## src/rtl/conv_loader_pkg.sv

```systemverilog
// Shared definitions for the conv model load/stream path: loader states and
// the default frame geometry used by the loader, the model and its benches.
package conv_loader_pkg;

  typedef enum logic [2:0] {
    ST_IDLE,
    ST_LOAD_W,
    ST_SETTLE,
    ST_STREAM,
    ST_DONE
  } loader_state_e;

  // 72 kernel + 4 bias + 1 macc coefficient
  localparam int DEF_WEIGHT_COUNT  = 77;
  // 5x5 frame
  localparam int DEF_IMAGE_SIZE    = 25;
  localparam int DEF_SETTLE_CYCLES = 10;
  localparam int DEF_DATA_W        = 16;
  localparam int DEF_ADDR_W        = 32;

  // Largest of three phase lengths; sizes the shared index counter.
  function automatic int max3(input int a, input int b, input int c);
    int m;
    m = (a > b) ? a : b;
    return (m > c) ? m : c;
  endfunction

endpackage

```

## src/rtl/conv_stream_loader.sv

```systemverilog
// Hardware initiator for the conv model: turns one ready/valid word stream
// into a weight load (addresses 0..WEIGHT_COUNT-1), a settle gap, and a frame
// of pixels, throttled by the downstream FIFO's almost_full.
module conv_stream_loader
  import conv_loader_pkg::*;
#(
  parameter int WEIGHT_COUNT  = DEF_WEIGHT_COUNT,
  parameter int IMAGE_SIZE    = DEF_IMAGE_SIZE,
  parameter int SETTLE_CYCLES = DEF_SETTLE_CYCLES,
  parameter int DATA_W        = DEF_DATA_W,
  parameter int ADDR_W        = DEF_ADDR_W
) (
  input  logic              clk,
  input  logic              rst,
  input  logic              start,
  input  logic              reload_weights,
  input  logic [DATA_W-1:0] s_data,
  input  logic              s_valid,
  output logic              s_ready,
  input  logic              fifo_almost_full,
  output logic              weight_wr_en,
  output logic [ADDR_W-1:0] weight_wr_addr,
  output logic [DATA_W-1:0] weight_wr_data,
  output logic              i_valid,
  output logic [DATA_W-1:0] i_data,
  output logic              busy,
  output logic              done,
  output logic [15:0]       frame_cnt
);

  // One counter indexes weights, settle cycles and pixels in turn, so it is
  // sized for the longest of the three phases.
  localparam int CNT_MAX = max3(WEIGHT_COUNT, IMAGE_SIZE, SETTLE_CYCLES);
  localparam int CNT_W   = (CNT_MAX > 1) ? $clog2(CNT_MAX) : 1;

  localparam logic [CNT_W-1:0] W_LAST = CNT_W'(WEIGHT_COUNT - 1);
  localparam logic [CNT_W-1:0] S_LAST = CNT_W'(SETTLE_CYCLES - 1);
  localparam logic [CNT_W-1:0] P_LAST = CNT_W'(IMAGE_SIZE - 1);

  loader_state_e    state, state_nxt;
  logic [CNT_W-1:0] cnt, cnt_nxt;
  logic             weights_loaded, weights_loaded_nxt;
  logic             accept;

  // Ready is open for every load word, gated by almost_full while streaming,
  // and closed everywhere else (including the settle gap).
  always_comb begin
    s_ready = 1'b0;
    if (state == ST_LOAD_W)      s_ready = 1'b1;
    else if (state == ST_STREAM) s_ready = !fifo_almost_full;
  end

  assign accept = s_valid && s_ready;
  assign busy   = (state != ST_IDLE);

  // State, shared counter and weights-loaded flag register.
  always_ff @(posedge clk) begin
    if (rst) begin
      state          <= ST_IDLE;
      cnt            <= '0;
      weights_loaded <= 1'b0;
    end else begin
      state          <= state_nxt;
      cnt            <= cnt_nxt;
      weights_loaded <= weights_loaded_nxt;
    end
  end

  // Next-state logic; the counter is cleared on every phase change so each
  // phase starts indexing from zero.
  always_comb begin
    state_nxt          = state;
    cnt_nxt            = cnt;
    weights_loaded_nxt = weights_loaded;
    case (state)
      ST_IDLE: begin
        if (start) begin
          cnt_nxt   = '0;
          state_nxt = (reload_weights || !weights_loaded) ? ST_LOAD_W : ST_STREAM;
        end
      end
      ST_LOAD_W: begin
        if (accept) begin
          if (cnt == W_LAST) begin
            cnt_nxt            = '0;
            weights_loaded_nxt = 1'b1;
            state_nxt          = ST_SETTLE;
          end else begin
            cnt_nxt = cnt + CNT_W'(1);
          end
        end
      end
      ST_SETTLE: begin
        if (cnt == S_LAST) begin
          cnt_nxt   = '0;
          state_nxt = ST_STREAM;
        end else begin
          cnt_nxt = cnt + CNT_W'(1);
        end
      end
      ST_STREAM: begin
        if (accept) begin
          if (cnt == P_LAST) begin
            cnt_nxt   = '0;
            state_nxt = ST_DONE;
          end else begin
            cnt_nxt = cnt + CNT_W'(1);
          end
        end
      end
      ST_DONE:  state_nxt = ST_IDLE;
      default:  state_nxt = ST_IDLE;
    endcase
  end

  // Registered outputs: each accepted word appears one cycle later as a weight
  // write or a pixel; address/data hold between strobes. done and the frame
  // counter fire on the cycle after DONE, together with the return to IDLE.
  always_ff @(posedge clk) begin
    if (rst) begin
      weight_wr_en   <= 1'b0;
      weight_wr_addr <= '0;
      weight_wr_data <= '0;
      i_valid        <= 1'b0;
      i_data         <= '0;
      done           <= 1'b0;
      frame_cnt      <= '0;
    end else begin
      weight_wr_en <= (state == ST_LOAD_W) && accept;
      if ((state == ST_LOAD_W) && accept) begin
        weight_wr_addr <= ADDR_W'(cnt);
        weight_wr_data <= s_data;
      end
      i_valid <= (state == ST_STREAM) && accept;
      if ((state == ST_STREAM) && accept) i_data <= s_data;
      done <= (state == ST_DONE);
      if (state == ST_DONE) frame_cnt <= frame_cnt + 16'd1;
    end
  end

endmodule

```

## config.mk

```make
export PLATFORM = sky130hd
export DESIGN_NAME = conv_stream_loader
export DESIGN_NICKNAME = d
export VERILOG_FILES = /design/src/rtl/conv_loader_pkg.sv /design/src/rtl/conv_stream_loader.sv
export SDC_FILE = /design/constraint.sdc
export NUM_CORES = 1
export LEC_CHECK = 0
export ABC_AREA = 1
export CAP_MARGIN = 0
export CORE_ASPECT_RATIO = 0.7
export CORE_UTILIZATION = 45
export DETAILED_ROUTE_END_ITERATION = 10
export PLACE_DENSITY = 0.79
export SLEW_MARGIN = 40
export SYNTH_ARGS = -nofsm -noshare
export SYNTH_HDL_FRONTEND = slang
export SYNTH_SLANG_ARGS = --single-unit
```

## constraint.sdc

```tcl
create_clock -name clk -period 1.85 [get_ports clk]
set_input_delay 0.2775 -clock clk [delete_from_list [all_inputs] [get_ports clk]]
set_output_delay 0.2775 -clock clk [all_outputs]
set_load 0.05 [all_outputs]
```

---- Word-level counts from Yosys, hierarchy flattened ----
Cells that the tools add are included.
cells by class
  reduce and logical (&&, ||, !) cells .... 12
  equal/unequal tests ..................... 13
  $add $sub $neg .......................... 2
  multiplexer cells ....................... 17
operators by type and width
  operator                                                                  number
  7-bit 2-to-1 mux                                                          6
  7-bit case mux with 4 select lines                                        1
  3-bit 2-to-1 mux                                                          6
  16-bit by 1-bit adder with 16-bit output (second input constant)          1
  3-bit case mux with 4 select lines                                        1
  2-bit inequality test (second input constant)                             4
  7-bit by 1-bit adder with 7-bit output (second input constant)            1
  7-bit by 4-bit == test with 1-bit output (second input constant)          1
  7-bit by 5-bit == test with 1-bit output (second input constant)          1
  7-bit == test (second input constant)                                     1
  3-bit by 2-bit == test with 1-bit output (second input constant)          2
  6-bit AND reduction                                                       1
  2-bit by 1-bit inequality test with 1-bit output (second input constant)  2
  4-bit AND reduction                                                       1
  4-bit nonzero test                                                        1
  3-bit by 1-bit == test with 1-bit output (second input constant)          1
  3-bit == test (second input constant)                                     1
  1-bit logical AND                                                         3
  3-bit zero test                                                           1
  3-bit AND reduction                                                       1
  3-bit nonzero test                                                        1
  1-bit zero test                                                           2
  1-bit 2-to-1 mux                                                          2
  2-bit 2-to-1 mux                                                          1
  1-bit logical OR                                                          1
storage, ports and cells
  bits in registers ....................... 69
  output and inout bits ................... 85
  word-level logic and storage cells ...... 54
  bits of input ports ..................... 22

---- Longest topological paths before layout ----
  depth in word-level cells ............... 6
  depth in mapped cells ................... 12
  depth with buffers taken out ............ 12

---- Worst setup path before layout ----
OpenSTA, ideal clock, no wires.
  path kind ............................... reg2reg
  from .................................... register state[0]
  to ...................................... register i_data[14]
  arrival ................................. 1.741 ns
  slack ................................... -0.010 ns
  path buffers ............................ 1
  clock period less this slack ............ 1.860 ns
  data required time ...................... 1.731 ns
  setup time .............................. 0.119 ns
  stages on the path, launching flop included .. 8
  cells stage by stage .................... dfxtp_1 -> inv_2 -> nor2_2 -> a21boi_2 -> nand3_1 -> buf_2 -> o21ai_1 -> a21oi_1
between the ends
  longest elaborated chain between the ends .. 5
  elaborated cells between the ends (all ways) .. 6
  classes of those cells .................. eq/ne: 2; mux: 2; reduce/logical: 2
RTL lines
  item                                      RTL line                   text
  start, declared                           conv_stream_loader.sv:40   loader_state_e state, state_nxt;
  start signal, assigned                    conv_stream_loader.sv:63   state <= state_nxt;
  3-bit by 2-bit == test with 1-bit output  conv_stream_loader.sv:50   else if (state == ST_STREAM) s_ready = !fifo_almost_full;
  1-bit 2-to-1 mux                          conv_stream_loader.sv:50
  1-bit 2-to-1 mux (*)                      conv_stream_loader.sv:49   if (state == ST_LOAD_W) s_ready = 1'b1;
  net s_ready                               conv_stream_loader.sv:19   output logic s_ready,
  1-bit logical AND (*)                     conv_stream_loader.sv:53   assign accept = s_valid && s_ready;
  1-bit logical AND (*)                     conv_stream_loader.sv:135  if ((state == ST_STREAM) && accept) i_data <= s_data;
  end signal, assigned                      conv_stream_loader.sv:135
  end, declared                             conv_stream_loader.sv:25   output logic [DATA_W-1:0] i_data,
Mark *: on every way through the listed nets, which the timed path passes. The rest lies on a longest branch.
A chain may end at the register's enable or synchronous reset.

---- Final worst setup path ----
  from .................................... register i_data[15]
  to ...................................... output i_data[15]
No word-level cell between the ends.

==> results list <==
* Crit Reg-Reg Startpoint: cnt[0]
- Average detailed-routed wire length per instance: 11.5 µm
- The worst register-to-register path has a setup slack of 0.22 ns.
* Total die area: 7320 µm²
- In this run the number of cells on the critical path is 1.
* Highest attainable clock frequency: 564 MHz
* Area of all placed cells without fillers: 4270 µm²
- Worst-Skew Late Latency: 0.33 ns
- Via count: 2,893
- # rows: 25
- Number of cells on the worst reg-to-reg path: 11
* Core region area: 6760 µm²
* Run status: finished, final reports clean
- Global route total overflow: 0
- Critical Path End: i_data[15]
* Via count of the first global-routing pass: 2,640
- The share of the Yosys chip area taken by registers is 0.440.
- The final count of pins violating max slew was 0.
* Multi-input gate area in the final layout: 1380 µm²
- In this run the critical register-to-register path is captured at cnt[5].
* Max-capacitance violation count: 0
- # port buffers: 81
- Worst voltage drop across the vdd grid: 0.000632 V
* Crit path cell chain: clkdlybuf4s50_1
* Clock tree from TritonCTS: built
* Cts bufs inserted: 9
* Die outline width: 102 µm
* Critical Path Start: i_data[15]
- HP Class: register to register
- Global placer's final weighted congestion: 0.875
* Number of antenna cells inserted: 0
- Dividing the final minimum period by the clock period gives 0.959.
* Commonest cells after routing, fill and taps aside: nor2_1 (73), nand2_1 (73), dfxtp_1 (69), clkdlybuf4s50_1 (66), inv_1 (52)
* Bufs on Longest Clock Path: 2
- Clock slew at reported path FFs: 0.07 ns
* CP bufs+invs: 1
- Arrival time worst endpoint: 1.50 ns
- Measured on the finished design, the core utilization comes to 0.632.
- P_leak: 0.00190 µW
* Element type at the critical path end: primary output
- For the finished layout, the period the worst path requires is 1.77 ns.
* Final-layout fill cell count: 627
* Clock tree sinks: 69
- Sum of net half-perimeters after detailed placement: 5190 µm
- The initial antenna violation count came to 0.
- Synthesis inferred 69 register bits.
* Overall fraction of global-route tracks in use: 0.211
- Worst Path Required: 1.57 ns
- The kind of cell with the highest combined delay along the critical path is buffers and inverters.
* Total I/O pin count: 107
- The first TritonRoute pass finished after 4 iterations.
- For this block, the routed nets add up to 7210 µm of wire.
* Worst Path Max Fanout: 2
- Average cell area after synthesis: 7.06 µm²
- Setup violations remaining at the end of the flow were counted as 0.
* Slew at the pin closest to its max-slew limit: 0.542 ns
- By startpoint and endpoint, the worst setup path is classified as register to primary output.
- Final clock skew: 0.00989 ns
- Instance area after placement: 3990 µm²
- CTS placed an instance of clkbuf_8 at the clock tree root.
* Number of nets at the end of the flow: 552
- In this run, placement finished with an instance count of 609.
- Wire length of the first global-routing pass: 12,000 µm
* Number of cells produced by synthesis: 445
- Of the cells placed in the final design, the portion with a size suffix greater than 1 is 0.0847.
- Y dimension of the die: 71.9 µm
- Total Negative Setup Slacks: 0 ns
- The final hold violation count came to 0.
- The worst pin sits at a relative slew slack of 0.638.
* Hold Path Origin: i_data[9]
- Registers take 1380 µm².
- Critical Path Slowest Stage Cell: clkdlybuf4s50_1
- Type of origin of the critical path: register
- Detail Route Antenna Nets: 0
- Maximum level of the CTS H-tree: 3
- Yosys mapped the design onto 26 distinct sky130hd cell types.
- Non-filler instance count after layout: 625
- Ratio of routed vias to standard cells: 4.63
- After detailed routing, the number of remaining DRC violations is 0.
- The largest single stage delay on the critical path is 0.83 ns.
* Summed instance area of the synthesized netlist: 3140 µm²
- Initial core utilization: 0.465
- Post-synthesis to final-layout area growth: 35.9%
- Starting DRC count in detailed routing: 180
- Warning count from the yosys run: 0
* Unrepaired setup endpoints after global routing: false
* Power Density: 1210 nW/µm²
- Largest net degree at the start of global routing: 37
## worst register-to-register path, cell delays in order, from the launching register on
cell	delay (ns)
dfxtp_1	0.36
inv_1	0.12
ha_1	0.20
nand2_1	0.06
nor2_1	0.13
nand2_1	0.08
nand2_1	0.07
inv_1	0.04
nor2_1	0.15
nand2_1	0.12
nand2_2	0.13
nor2_1	0.06
## state kept, by name, indices dropped and copies added, names as in the netlist
register and count:
frame_cnt 16, i_data 16, weight_wr_data 16, cnt 7
weight_wr_addr 7, state 3, done 1, i_valid 1
weight_wr_en 1, weights_loaded 1
## layout make-up
type / count / area share
Clock buffer: 11 / 0.0355
Inverter: 59 / 0.0519
Clock inverter: 5 / 0.0249
Multi-Input combinational cell: 300 / 0.323
Timing Repair Buffer: 87 / 0.213
Tap cell: 94 / 0.0276
Sequential cell: 69 / 0.324
## logic make-up (layout without fill, tap and decap cells)
group	Yosys count	count (layout)	share of synthesized area
flip-flops	69	69	0.440
buffers and inverters	100	162	0.153
AO/OA/AOI/OAI	87	87	0.144
adder cells (fa/ha/maj)	4	4	0.0159
other	1	25	0.00119
AND/OR/NAND/NOR	183	183	0.243
XOR/XNOR	1	1	0.00279
## how the worst min path moves through the flow
stage / to / cells past startpoint
6_report: i_data[9] / 2
5_1_grt: i_data[6] / 2
4_1_cts: i_data[6] / 2
3_5_place_dp: i_data[3] / 2
3_3_place_gp: i_data[1] / 2
2_1_floorplan: weight_wr_data[13] / 2
## per-layer routing
layer,vias up,track usage,wire length (µm),part of all wire
met4,0,0.0476,20,0.0028
met2,74,0.333,3180,0.44
li1,1512,-,-,-
met5,-,0,0,0
met1,1305,0.266,3440,0.48
met3,2,0.0963,571,0.079
## repair_timing
| item | in CTS | in global routing |
|---|---|---|
| hold buffers | 0 | 0 |
| buffers inserted | 0 | 0 |
| setup endpoints to repair | 2 | 9 |
| resized for setup | 2 | 9 |
## per-stage QoR
stage / total power, µW / setup WS, ns / hold WS [ns]
after floorplan: 3080 / 0.178 / 0.412
after global placement: 3620 / 0.0903 / 0.432
after detailed placement: 3640 / 0.0383 / 0.440
after CTS: 5210 / 0.000349 / 0.453
after global routing: 5420 / 0.00126 / 0.466
final: 5170 / 0.0754 / 0.448
## Yosys cell counts, drive strengths merged
library cell / count / share of area
a21boi: 1 / 0.0036
xor2: 1 / 0.0028
a21oi: 34 / 0.054
o21ai: 46 / 0.073
nor2: 79 / 0.10
nand2: 74 / 0.088
inv: 59 / 0.071
a31oi: 3 / 0.0060
dfxtp: 69 / 0.44
ha: 4 / 0.016
o21a: 1 / 0.0024
nand4: 3 / 0.0060
o211ai: 1 / 0.0024
clkbuf: 9 / 0.011
nand3: 23 / 0.040
buf: 32 / 0.072
nor3: 4 / 0.0080
o21bai: 1 / 0.0024
conb: 1 / 0.0012
## where the power goes
part           internal (µW)  switching, µW
logic                    589           1250
registers               1660            115
clock network            972            576
(Power assumes the default switching activity.)
